--- config.mk ---
export PLATFORM = sky130hd
export DESIGN_NAME = blink_sequencer
export DESIGN_NICKNAME = d
export VERILOG_FILES = /design/src/rtl/blink_sequencer_pkg.sv /design/src/rtl/blink_phase_timer.sv /design/src/rtl/blink_sequencer.sv
export SDC_FILE = /design/constraint.sdc
export NUM_CORES = 1
export LEC_CHECK = 0
export ABC_AREA = 1
export CORE_MARGIN = 4
export CORE_UTILIZATION = 40
export DETAILED_ROUTE_END_ITERATION = 10
export SLEW_MARGIN = 20
export SYNTH_ARGS = -nofsm -noshare
export SYNTH_HDL_FRONTEND = slang
export SYNTH_HIERARCHICAL = 1
export SYNTH_SLANG_ARGS = --single-unit
--- constraint.sdc ---
create_clock -name clk -period 3.55 [get_ports clk]
set_input_delay 0.355 -clock clk [delete_from_list [all_inputs] [get_ports clk]]
set_output_delay 0.355 -clock clk [all_outputs]
set_load 0.05 [all_outputs]
--- src/rtl/blink_sequencer_pkg.sv ---
// Shared types and default widths for the blink sequencer and its phase timer.
package blink_sequencer_pkg;

    localparam int CNT_W_DEF = 4;
    localparam int NUM_W_DEF = 4;

    typedef enum logic [1:0] {
        ST_IDLE = 2'd0,
        ST_ON   = 2'd1,
        ST_OFF  = 2'd2,
        ST_DONE = 2'd3
    } blink_state_t;

endpackage

--- src/rtl/blink_phase_timer.sv ---
// Up-counting phase timer with synchronous clear, count enable and a
// compare-equal terminal match against the supplied limit.
module blink_phase_timer
    import blink_sequencer_pkg::*;
#(
    parameter int W = CNT_W_DEF
) (
    input  logic         i_clk,
    input  logic         i_rst,
    input  logic         i_clr,
    input  logic         i_en,
    input  logic [W-1:0] i_limit,
    output logic         o_match
);

    logic [W-1:0] r_count;

    always_ff @(posedge i_clk or posedge i_rst) begin
        if (i_rst) begin
            r_count <= '0;
        end else if (i_clr) begin
            r_count <= '0;
        end else if (i_en) begin
            r_count <= r_count + 1'b1;
        end
    end

    // The phase ends on equality, so the count never passes the limit and cannot wrap.
    assign o_match = (r_count == i_limit);

endmodule

--- src/rtl/blink_sequencer.sv ---
// LED blink sequencer: latches phase lengths and pair count on start, then
// alternates ON/OFF phases until the pair count is reached, stop, or reset.
//
// state   | meaning
// IDLE    | waiting for start, timer held clear
// ON      | light driven, timing on_time+1 enabled cycles
// OFF     | light dark, timing off_time+1 enabled cycles
// DONE    | single-cycle done pulse, then back to IDLE
module blink_sequencer
    import blink_sequencer_pkg::*;
#(
    parameter int CNT_W = CNT_W_DEF,
    parameter int NUM_W = NUM_W_DEF
) (
    input  logic             clk,
    input  logic             reset,
    input  logic             start,
    input  logic             stop,
    input  logic             en,
    input  logic [CNT_W-1:0] on_time,
    input  logic [CNT_W-1:0] off_time,
    input  logic [NUM_W-1:0] blink_num,
    output logic             light,
    output logic             busy,
    output logic             done
);

    blink_state_t     r_state;
    blink_state_t     w_next_state;
    logic [CNT_W-1:0] r_on_q;
    logic [CNT_W-1:0] r_off_q;
    logic [NUM_W-1:0] r_num_q;
    logic [NUM_W-1:0] r_blink_cnt;
    logic             r_light;
    logic             r_busy;
    logic             r_done;

    logic             w_latch;
    logic             w_cnt_inc;
    logic             w_tmr_clr;
    logic             w_tmr_en;
    logic             w_match;
    logic             w_last_pair;
    logic [CNT_W-1:0] w_limit;

    assign w_tmr_en    = en && ((r_state == ST_ON) || (r_state == ST_OFF));
    assign w_limit     = (r_state == ST_OFF) ? r_off_q : r_on_q;
    assign w_last_pair = (r_num_q != '0) && (r_blink_cnt == (r_num_q - 1'b1));

    blink_phase_timer #(
        .W(CNT_W)
    ) u_timer (
        .i_clk   (clk),
        .i_rst   (reset),
        .i_clr   (w_tmr_clr),
        .i_en    (w_tmr_en),
        .i_limit (w_limit),
        .o_match (w_match)
    );

    always_ff @(posedge clk or posedge reset) begin
        if (reset) begin
            r_state <= ST_IDLE;
        end else begin
            r_state <= w_next_state;
        end
    end

    // Stop is tested before expiry so an abort always wins over a phase change.
    always_comb begin
        w_next_state = r_state;
        w_latch      = 1'b0;
        w_cnt_inc    = 1'b0;
        w_tmr_clr    = 1'b0;
        case (r_state)
            ST_IDLE: begin
                w_tmr_clr = 1'b1;
                if (start && !stop) begin
                    w_latch      = 1'b1;
                    w_next_state = ST_ON;
                end
            end
            ST_ON: begin
                if (stop) begin
                    w_tmr_clr    = 1'b1;
                    w_next_state = ST_IDLE;
                end else if (en && w_match) begin
                    w_tmr_clr    = 1'b1;
                    w_next_state = ST_OFF;
                end
            end
            ST_OFF: begin
                if (stop) begin
                    w_tmr_clr    = 1'b1;
                    w_next_state = ST_IDLE;
                end else if (en && w_match) begin
                    w_tmr_clr = 1'b1;
                    if (w_last_pair) begin
                        w_next_state = ST_DONE;
                    end else begin
                        w_cnt_inc    = (r_num_q != '0);
                        w_next_state = ST_ON;
                    end
                end
            end
            ST_DONE: begin
                w_tmr_clr    = 1'b1;
                w_next_state = ST_IDLE;
            end
            default: begin
                w_tmr_clr    = 1'b1;
                w_next_state = ST_IDLE;
            end
        endcase
    end

    always_ff @(posedge clk or posedge reset) begin
        if (reset) begin
            r_on_q      <= '0;
            r_off_q     <= '0;
            r_num_q     <= '0;
            r_blink_cnt <= '0;
        end else begin
            if (w_latch) begin
                r_on_q      <= on_time;
                r_off_q     <= off_time;
                r_num_q     <= blink_num;
                r_blink_cnt <= '0;
            end else if (w_cnt_inc) begin
                r_blink_cnt <= r_blink_cnt + 1'b1;
            end
        end
    end

    // Outputs are decoded from the next state so they line up with the state register.
    always_ff @(posedge clk or posedge reset) begin
        if (reset) begin
            r_light <= 1'b0;
            r_busy  <= 1'b0;
            r_done  <= 1'b0;
        end else begin
            r_light <= (w_next_state == ST_ON);
            r_busy  <= (w_next_state == ST_ON) || (w_next_state == ST_OFF);
            r_done  <= (w_next_state == ST_DONE);
        end
    end

    assign light = r_light;
    assign busy  = r_busy;
    assign done  = r_done;

endmodule

=== Yosys cells after proc, flatten, opt, wreduce, memory -nomap -nowiden ===
Index checks and enable logic that the tools add are counted.

* Bits in registers: 25
* Input port bits: 17
* Output and inout port bits: 3
* Logic and storage cells: 54

* Add/subtract/negate cells: 3
* Equal/unequal tests: 8
* Muxes and demuxes: 21
* Reduce and logical (&&, ||, !) cells: 13

{| class="wikitable"
|+ Operators with widths
! operator !! count
|-
| 2-to-1 mux 4 bit || 5
|-
| 2-to-1 mux 2 bit || 6
|-
| adder 4 x 1 -> 4 bit, second input constant || 2
|-
| == test 2 bit, second input constant || 4
|-
| == test 4 bit || 2
|-
| 2-to-1 mux 1 bit || 8
|-
| case mux 2 bit (4 select lines) || 1
|-
| == test 2 x 1 -> 1 bit, second input constant || 2
|-
| logical AND 1 bit || 4
|-
| nonzero test 2 bit || 2
|-
| nonzero test 4 bit || 1
|-
| OR reduction 2 bit || 2
|-
| subtractor 4 x 1 -> 4 bit, second input constant || 1
|-
| logical NOT 2 bit || 1
|-
| logical OR 1 bit || 2
|-
| case mux 1 bit (2 select lines) || 1
|-
| logical NOT 1 bit || 1
|}

=== Longest topological paths before layout ===
Gate-level depths: netlist of run 1.

* Depth in word-level cells: 9
* Gate-level depth with buffers: 20
* Mapped depth without buffers: 19

=== Cells and area by module ===
The synthesis of run 1 kept the hierarchy.

{| class="wikitable"
|+ By module, submodules not included
! module !! instances !! cells each !! area an instance (um^2)
|-
| blink_sequencer || 1 || 153 || 1173.6
|-
| blink_phase_timer || 1 || 35 || 252.7
|}

=== Least setup slack after synthesis of run 1 ===
Ideal clock, no wire load.

* Kind: register to register
* Start: register r_state[0]
* End: register r_busy, in the netlist busy
* Setup time: 113 ps
* Data arrival time: 2067 ps
* Slack: 1370 ps
* Stages on the path, launching flop included: 18
* Buffers on the path: 1
* Period minus slack after synthesis: 2180 ps
* Cells stage by stage: dfrtp_1 inv_1 ha_1 buf_6 o21ai_0 inv_1 nand2_1 nand2_1 nand2_1 nor2_1 nand2_2 inv_2 o21ai_0 o221ai_1 o31ai_1 inv_1 ha_1 inv_1

* Longest elaborated chain between the ends: 9

{| class="wikitable"
|+ Ends and longest elaborated chain
! element !! line !! source
|-
| start: declaration || blink_sequencer.sv:28 || <nowiki>blink_state_t r_state;</nowiki>
|-
| start signal: assignment || blink_sequencer.sv:65 || <nowiki>r_state <= w_next_state;</nowiki>
|-
| == test 2 bit * || blink_sequencer.sv:47 || <nowiki>assign w_limit = (r_state == ST_OFF) ? r_off_q : r_on_q;</nowiki>
|-
| 2-to-1 mux 4 bit * || blink_sequencer.sv:47 ||
|-
| named net w_limit[0] || blink_sequencer.sv:44 || <nowiki>logic [CNT_W-1:0] w_limit;</nowiki>
|-
| == test 4 bit * || blink_phase_timer.sv:29 || <nowiki>assign o_match = (r_count == i_limit);</nowiki>
|-
| named net w_match || blink_sequencer.sv:42 || <nowiki>logic w_match;</nowiki>
|-
| logical AND 1 bit * || blink_sequencer.sv:87, blink_sequencer.sv:96 ||
|-
| 2-to-1 mux 2 bit, on equally long branches || blink_sequencer.sv:96, blink_sequencer.sv:87 ||
|-
| 2-to-1 mux 2 bit, on equally long branches || blink_sequencer.sv:93, blink_sequencer.sv:84 ||
|-
| case mux 2 bit (4 select lines) * || blink_sequencer.sv:75 || <nowiki>case (r_state)</nowiki>
|-
| named net w_next_state[0] || blink_sequencer.sv:29 || <nowiki>blink_state_t w_next_state;</nowiki>
|-
| == test 2 x 1 -> 1 bit or == test 2 bit (tied branches) || blink_sequencer.sv:143 || <nowiki>r_busy <= (w_next_state == ST_ON) || (w_next_state == ST_OFF);</nowiki>
|-
| logical OR 1 bit * || blink_sequencer.sv:143 ||
|-
| end signal: assignment || blink_sequencer.sv:143 ||
|-
| end: declaration || blink_sequencer.sv:35 || <nowiki>logic r_busy;</nowiki>
|}

The timed path passes the listed nets; every way through them passes the cells marked *.
A chain may end at the register's enable or synchronous reset.

=== Worst setup path in the final report of run 1 ===
* Start: register r_state[0]
* End: register r_blink_cnt[3]

* Longest elaborated chain between the ends: 8

{| class="wikitable"
|+ Ends and longest elaborated chain
! element !! line !! source
|-
| == test 2 bit || blink_sequencer.sv:47 ||
|-
| 2-to-1 mux 4 bit || blink_sequencer.sv:47 ||
|-
| named net w_limit[1] || blink_sequencer.sv:44 ||
|-
| == test 4 bit || blink_phase_timer.sv:29 ||
|-
| named net w_match || blink_sequencer.sv:42 ||
|-
| logical AND 1 bit || blink_sequencer.sv:96 || <nowiki>end else if (en && w_match) begin</nowiki>
|-
| 2-to-1 mux 1 bit || blink_sequencer.sv:96 ||
|-
| 2-to-1 mux 1 bit || blink_sequencer.sv:93 || <nowiki>if (stop) begin</nowiki>
|-
| 2-to-1 mux 1 bit || blink_sequencer.sv:75 ||
|-
| nonzero test 2 bit (no source line) || n/a ||
|-
| end signal: assignment || blink_sequencer.sv:130 || <nowiki>r_blink_cnt <= r_blink_cnt + 1'b1;</nowiki>
|-
| end: declaration || blink_sequencer.sv:33 || <nowiki>logic [NUM_W-1:0] r_blink_cnt;</nowiki>
|}

The timed path passes the listed nets, and every way through them passes these cells.

==> results by group, run 1 <==
Final layout
  – Layout cells sized above 1: 7.66%
  – Synth-to-layout area growth: 18.2%
  – Antenna cell count: 0
  – Finished Core Util: 49.8%
  – Final net count: around 230

Clock tree
  – Max clock buf depth: 2
  – Root buffer cell: clkbuf_4
  – Clock Sink Count: 25
  – Setup Buffers After CTS: 0
  – CTS Buf Count: 3
  – Clock Pin Slew Worst Setup and Hold Paths: 130 ps
  – Hold buffer count at CTS: 0
  – Htree depth: 1
  – Worst-Skew Late Latency: between 300 and 400 ps
  – CTS tree: done
  – CTS resizes: 0

Timing
  – TNS Setup: 0 ps
  – Slew Limit Fails: 0
  – Final min period: 2440 ps
  – Final Hold Viols: 0
  – RSZ-0062 raised after global routing: false
  – Slew margin rel.: 46.0%
  – Worst-margin pin slew: 809 ps
  – Peak Freq: around 410 MHz
  – Final Skew: roughly 5.5 ps
  – Setup violators final: 0
  – Final period util: between 60% and 70%

Power and ir drop
  – Net Sw Frac: between 40% and 50%
  – Total power: between 0.001 and 0.0015 W
  – Power share of the combinational group: 46.4%
  – Pwr Density: around 620 nW/um2
  – Clock Power Share: 12.2%
  – Flop pwr share: slightly above 40%
  – Max VDD drop: 0.256 mV
  – Leak: 0.817 nW
  – Psw: approximately 0.00045 W
  – Internal power: between 0.0005 and 0.0006 W

Logic synthesis
  – Syn Area/Cell: roughly 7.6 um2
  – Mapped Area: 1430 um2
  – Net Count, Synth: around 210
  – EDFF count, synth: 0
  – Cells after Synth: around 190
  – Ys async rst share: 100%
  – Yosys warning total: 6
  – Yosys reg bits: 25
  – Seq/Total Area, Yosys: between 40 and 50%
  – Ys flop type: dfrtp_1
  – Post-synth cell types: 25

Detailed routing
  – Residual DRC: 0
  – Post-Route WL: 2860 um
  – Via density: between 4 and 5
  – WL per Instance: about 11 um
  – Via Count: between 1000 and 1500
  – DRC marker count from the first detailed-route iteration: 33
  – ANT nets after route: 0
  – Drt pass-1 iters: 4

Global routing
  – Grt ovf: 0
  – Initial antenna violation count: 0
  – Number of global-route vias before repair: ~1100
  – First-pass GRT wire length: 4820 um
  – GRT Total Usage: between 10% and 20%
  – Pin count of the biggest net entering global routing: 23

Critical path
  – Worst setup EP type: flop
  – Critical Path Fanout Max: 9
  – Type of origin of the critical path: flop
  – Data arrival, critical path: 2700 ps
  – Critical path required time: between 3000 and 4000 ps
  – Worst Setup Path Type: flop to flop

Flow run
  – Maximum capacitance violations: 0

Outcome
  – Status: finished, final reports clean

Worst hold path
  – Worst Hold Class: input port to async pin

Place
  – PortBufs: 19
  – Routability Congestion: 0.871
  – Hpwl dp: between 2000 and 2500 um

Die
  – Die Footprint: between 4000 and 5000 um2
  – Die width: about 68 um
  – Die H: between 60 and 70 um
  – Initial Utilization: roughly 42%
  – Cell Rows: 21
  – Core area: 3390 um2
  – Top-Level Pins: 20
cell type report:
class                           instances  area, um2
Tap cell                               46       57.6
Inverter                               33        129
Timing Repair Buffer                   20        198
Multi-Input combinational cell        127        651
Sequential cell                        25        626
Fill cell                             350       1700
Clock buffer                            4       26.3
per-stage QoR:
step / hold slack (ps) / setup WS (ps) / area [um2] / instances
5_1_grt: 212 / 827 / 1690 / 255
3_3_place_gp: 470 / 1190 / 1660 / 251
6_report: 214 / 1110 / 1690 / 255
2_1_floorplan: 121 / 1370 / 1430 / 188
4_1_cts: 206 / 1120 / 1690 / 255
3_5_place_dp: 463 / 1140 / 1660 / 251
worst max-delay path, stage by stage, from the launching register on:
cell	delay (ps)
dfrtp_1	440
inv_1	80
ha_1	320
o21ai_0	260
xnor2_1	150
nand2_1	70
nor2_1	140
nand2_2	120
nor4_4	280
nand2_2	140
nor2_4	110
nand3_2	70
nand2_1	70
nand2_1	40
nor2_1	80
logic make-up (layout without fill, tap and decap cells):
family	Yosys count	after routing	synth area share [%]
DFF	25	25	43.9
adders and majority gates	7	7	6.14
AOI/OAI and AO/OA	22	22	8.16
xor gates and xnor gates	4	4	2.46
buffers and inverters	36	57	10.5
and+or+nand+nor	94	94	28.9
state kept, by name (all words and copies together), names as in the netlist:
signal           flops
u_timer/r_count      4
r_blink_cnt          4
r_off_q              4
r_num_q              4
r_on_q               4
done                 1
light                1
busy                 1
r_state              2
synthesized netlist by cell type, types with 2 or more instances:
library cell   n  share of area, %
nand3_1       11               3.9
buf_2          2              0.70
o21ai_0        7               2.5
ha_1           7               6.1
dfrtp_1       25                44
nand2_2        2              0.88
a21oi_1        5               1.8
nor3_1         3               1.1
inv_4          2              0.88
inv_1         26               6.8
nor2_1        15               3.9
nand2_1       58                15
inv_2          4               1.1
o21ai_1        8               2.8
xnor2_1        3               1.8
metal layers:
layer,wire length (um),global-route usage (%)
met3,78,2.83
met4,53,6.84
met1,1370,16.9
met5,0,0
met2,1360,23.9
cell usage in the layout (no fill, tap or decap):
| cell type | n |
|---|---|
| o21ai_1 | 8 |
| nor2_2 | 1 |
| nand3_2 | 1 |
| o221ai_1 | 1 |
| xor2_1 | 1 |
| inv_4 | 2 |
| clkbuf_4 | 3 |
| nand3_1 | 11 |
| xnor2_1 | 3 |
| clkbuf_1 | 1 |
| a21oi_1 | 5 |
| clkdlybuf4s50_1 | 19 |
| dfrtp_1 | 25 |
| nor2_1 | 15 |
| ha_1 | 7 |
| o31ai_1 | 1 |
| nor3_1 | 3 |
| nor2_4 | 1 |
| buf_4 | 1 |
| inv_2 | 4 |
| or2_1 | 1 |
| clkinv_1 | 1 |
| inv_1 | 26 |
| o21ai_0 | 7 |
| nor4_4 | 1 |
| nand2_2 | 2 |
| nand2_1 | 58 |
power groups by stage:
stage / Sequential [W] / Clock [W] / Combinational, W
2_1_floorplan: 0.000465 / 0 / 0.000326
3_3_place_gp: 0.000434 / 0 / 0.000477
3_5_place_dp: 0.000438 / 0 / 0.000490
4_1_cts: 0.000431 / 0.000135 / 0.000491
5_1_grt: 0.000439 / 0.000144 / 0.000559
6_report: 0.000432 / 0.000128 / 0.000484
worst paths after layout:
| kind | startpoint | endpoint | slack (ps) | cells past startpoint |
|---|---|---|---|---|
| max | r_state[0] | r_blink_cnt[3] | 1110 | 14 |
| min in group clk | r_off_q[0] | r_off_q[0] | 500 | 2 |
| max reg2reg | r_state[0] | r_blink_cnt[3] | 1110 | 14 |
| min | reset | u_timer/r_count[3] | 210 | 2 |
| max in group asynchronous | reset | r_blink_cnt[3] | 2550 | 2 |
| min reg2reg | r_off_q[0] | r_off_q[0] | 500 | 2 |
Power figures use the tool's default switching activity.
==> run 2: changes to the inputs <==
==> constraint.sdc (replaced) <==
create_clock -name clk -period 2.2 [get_ports clk]
set_input_delay 0.22 -clock clk [delete_from_list [all_inputs] [get_ports clk]]
set_output_delay 0.22 -clock clk [all_outputs]
set_load 0.05 [all_outputs]
==> results by group, run 2 (synthesis results as in run 1) <==
Timing
  – RSZ-0062 raised after global routing: true
  – Final Skew: between 10 and 15 ps
  – Final Worst Setup Slack: -35.2 ps
  – Final min period: between 2000 and 2500 ps
  – Setup violators final: 1
  – Final period util: 102%
  – Slew margin rel.: approximately two thirds
  – Peak Freq: roughly 450 MHz
  – Slew Limit Fails: 0
  – Final Hold Viols: 0
  – Worst-margin pin slew: between 400 and 500 ps

Clock tree
  – CTS tree: done
  – Clock Pin Slew Worst Setup and Hold Paths: roughly 150 ps
  – Hold buffer count at CTS: 0
  – Worst-Skew Late Latency: between 300 and 400 ps
  – CTS Buf Count: 3
  – Htree depth: 1
  – Max clock buf depth: 2
  – Root buffer cell: clkbuf_4
  – Clock Sink Count: 25

Power and ir drop
  – Pwr Density: 1020 nW/um2
  – Internal power: 0.00112 W
  – Clock Power Share: a little under an eighth
  – Power share of the combinational group: 53.3%
  – Leak: approximately 0.92 nW
  – Max VDD drop: 0.556 mV
  – Flop pwr share: between 30% and 40%
  – Net Sw Frac: 42.5%
  – Psw: ~0.00083 W

Detailed routing
  – WL per Instance: between 10 and 15 um
  – Via Count: around 1300
  – Residual DRC: 0
  – Via density: about 4.7
  – ANT nets after route: 0
  – DRC marker count from the first detailed-route iteration: between 60 and 70
  – Drt pass-1 iters: 4
  – Post-Route WL: 3160 um

Critical path
  – Crit-path cells: ha_4 > buf_4 > nand2_2 > o21ai_2 > xnor2_1 > nand2_1 > nor2_2 > nand2_2 > nor4_4 > nand2_2 > nor2_4 > nand3_2 > nand2_1 > nand2_1 > nor2_1
  – Type of origin of the critical path: flop
  – Crit-path leading delay family: simple AND/OR/NAND/NOR gates
  – Critical path required time: about 2500 ps
  – Worst R2R Setup Slack: -40 ps
  – Slowest CP cell: dfrtp_1
  – Critical Path Fanout Max: 5
  – Data arrival, critical path: between 2000 and 3000 ps
  – Reg2reg start: r_state[1]
  – Worst Setup Path Type: flop to flop
  – Worst setup EP type: flop
  – Critical R2R Capture: r_blink_cnt[3]
  – Worst path bufs/invs: 1
  – Reg2Reg Depth: 15
  – Crit path largest cell delay: about 450 ps

Final layout
  – Most frequent cells in the layout: 53 x nand2_1, 25 x inv_1, 25 x dfrtp_1, 19 x clkdlybuf4s50_1
  – Layout Cells excl Fill: ~270
  – Fill cell total of the finished layout: about 310
  – Final Cell Area: around 1900 um2
  – Finished Core Util: 56.2%
  – Synth-to-layout area growth: 33.5%
  – Most common cell after layout, fill and taps aside: nand2_1
  – Layout cells sized above 1: around 22%
  – Antenna cell count: 0
  – Final net count: 250

Global routing
  – GRT Total Usage: between 15 and 20%
  – Pin count of the biggest net entering global routing: 23
  – Grt ovf: 0
  – Number of global-route vias before repair: between 1000 and 1500
  – Initial antenna violation count: 0
  – First-pass GRT wire length: 5540 um

Place
  – PortBufs: 19
  – Placed cells: 258
  – Placed cell areas: 1710 um2
  – Routability Congestion: a little over 0.9
  – Hpwl dp: approximately 2300 um
  – Pre-CTS setup slack: -200 ps

Die
  – Top-Level Pins: 20
  – Die width: ~68 um
  – Initial Utilization: 42.1%
  – Cell Rows: 21
  – Die H: approximately 68 um
  – Core area: 3390 um2
  – Die Footprint: roughly 4600 um2

Worst hold path
  – Worst Hold Class: input port to async pin

Outcome
  – Status: finished, violations left
  – Failing checks: setup timing

Flow run
  – Maximum capacitance violations: 0
[run 2: worst max-delay path by stage]
stage,start,endpoint,cells past startpoint
2_1_floorplan,r_state[0],busy,17
3_5_place_dp,r_state[0],busy,17
5_1_grt,r_state[1],r_blink_cnt[3],15
4_1_cts,r_state[1],busy,16
6_report,r_state[1],r_blink_cnt[3],15
3_3_place_gp,r_state[0],busy,17
[run 2: final cells by class]
type,count,area [um2],share of cell area (%)
timing repair buffer,36,342,17.9
tap,46,57.6,3.02
inverter,33,129,6.77
multi-input combinational,127,721,37.8
sequential,25,626,32.9
clock inverter,1,7.51,0.394
clock buffer,3,22.5,1.18
[run 2: power by group through the flow]
stage                     Combinational [W]  Clock (W)  Sequential, W
after floorplan                    0.000527          0       0.000751
final                               0.00104   0.000221       0.000691
after CTS                          0.000951   0.000226       0.000689
after global placement             0.000809          0       0.000694
after detailed placement           0.000834          0       0.000695
after global routing                0.00118   0.000253       0.000708
[run 2: per-stage QoR]
stage / power [W] / hold slack [ps] / setup TNS, ps
2_1_floorplan: 0.00128 / -13.9 / 0
3_3_place_gp: 0.00150 / 443 / -73.2
3_5_place_dp: 0.00153 / 447 / -472
4_1_cts: 0.00187 / 73.6 / -2.23
5_1_grt: 0.00214 / 49.3 / -644
6_report: 0.00195 / 77.4 / -35.2
[run 2: routing by layer]
metal | global-route usage (%) | part of all wire, %
met5 | 0 | 0
met2 | 27.2 | 51
met3 | 2.66 | 2.8
met4 | 9.11 | 1.8
met1 | 19.3 | 44
[run 2: timing repair]
item / in CTS / in global routing
endpoints found under the setup margin: 6 / 8
resized for setup: 15 / 13
pin swaps: 7 / 5
gates cloned: 0 / 0
buffers inserted: 7 / 3
==> run 3: changes to the inputs <==
--- a/config.mk
+++ b/config.mk
@@ -6,6 +6,7 @@
 export NUM_CORES = 1
 export LEC_CHECK = 0
 export ABC_AREA = 1
+export ABC_CLOCK_PERIOD_IN_PS = 2200
 export CORE_MARGIN = 4
 export CORE_UTILIZATION = 40
 export DETAILED_ROUTE_END_ITERATION = 10
==> results of run 3 <==
The final DEF is identical to that of run 2; final timing and power are the same.
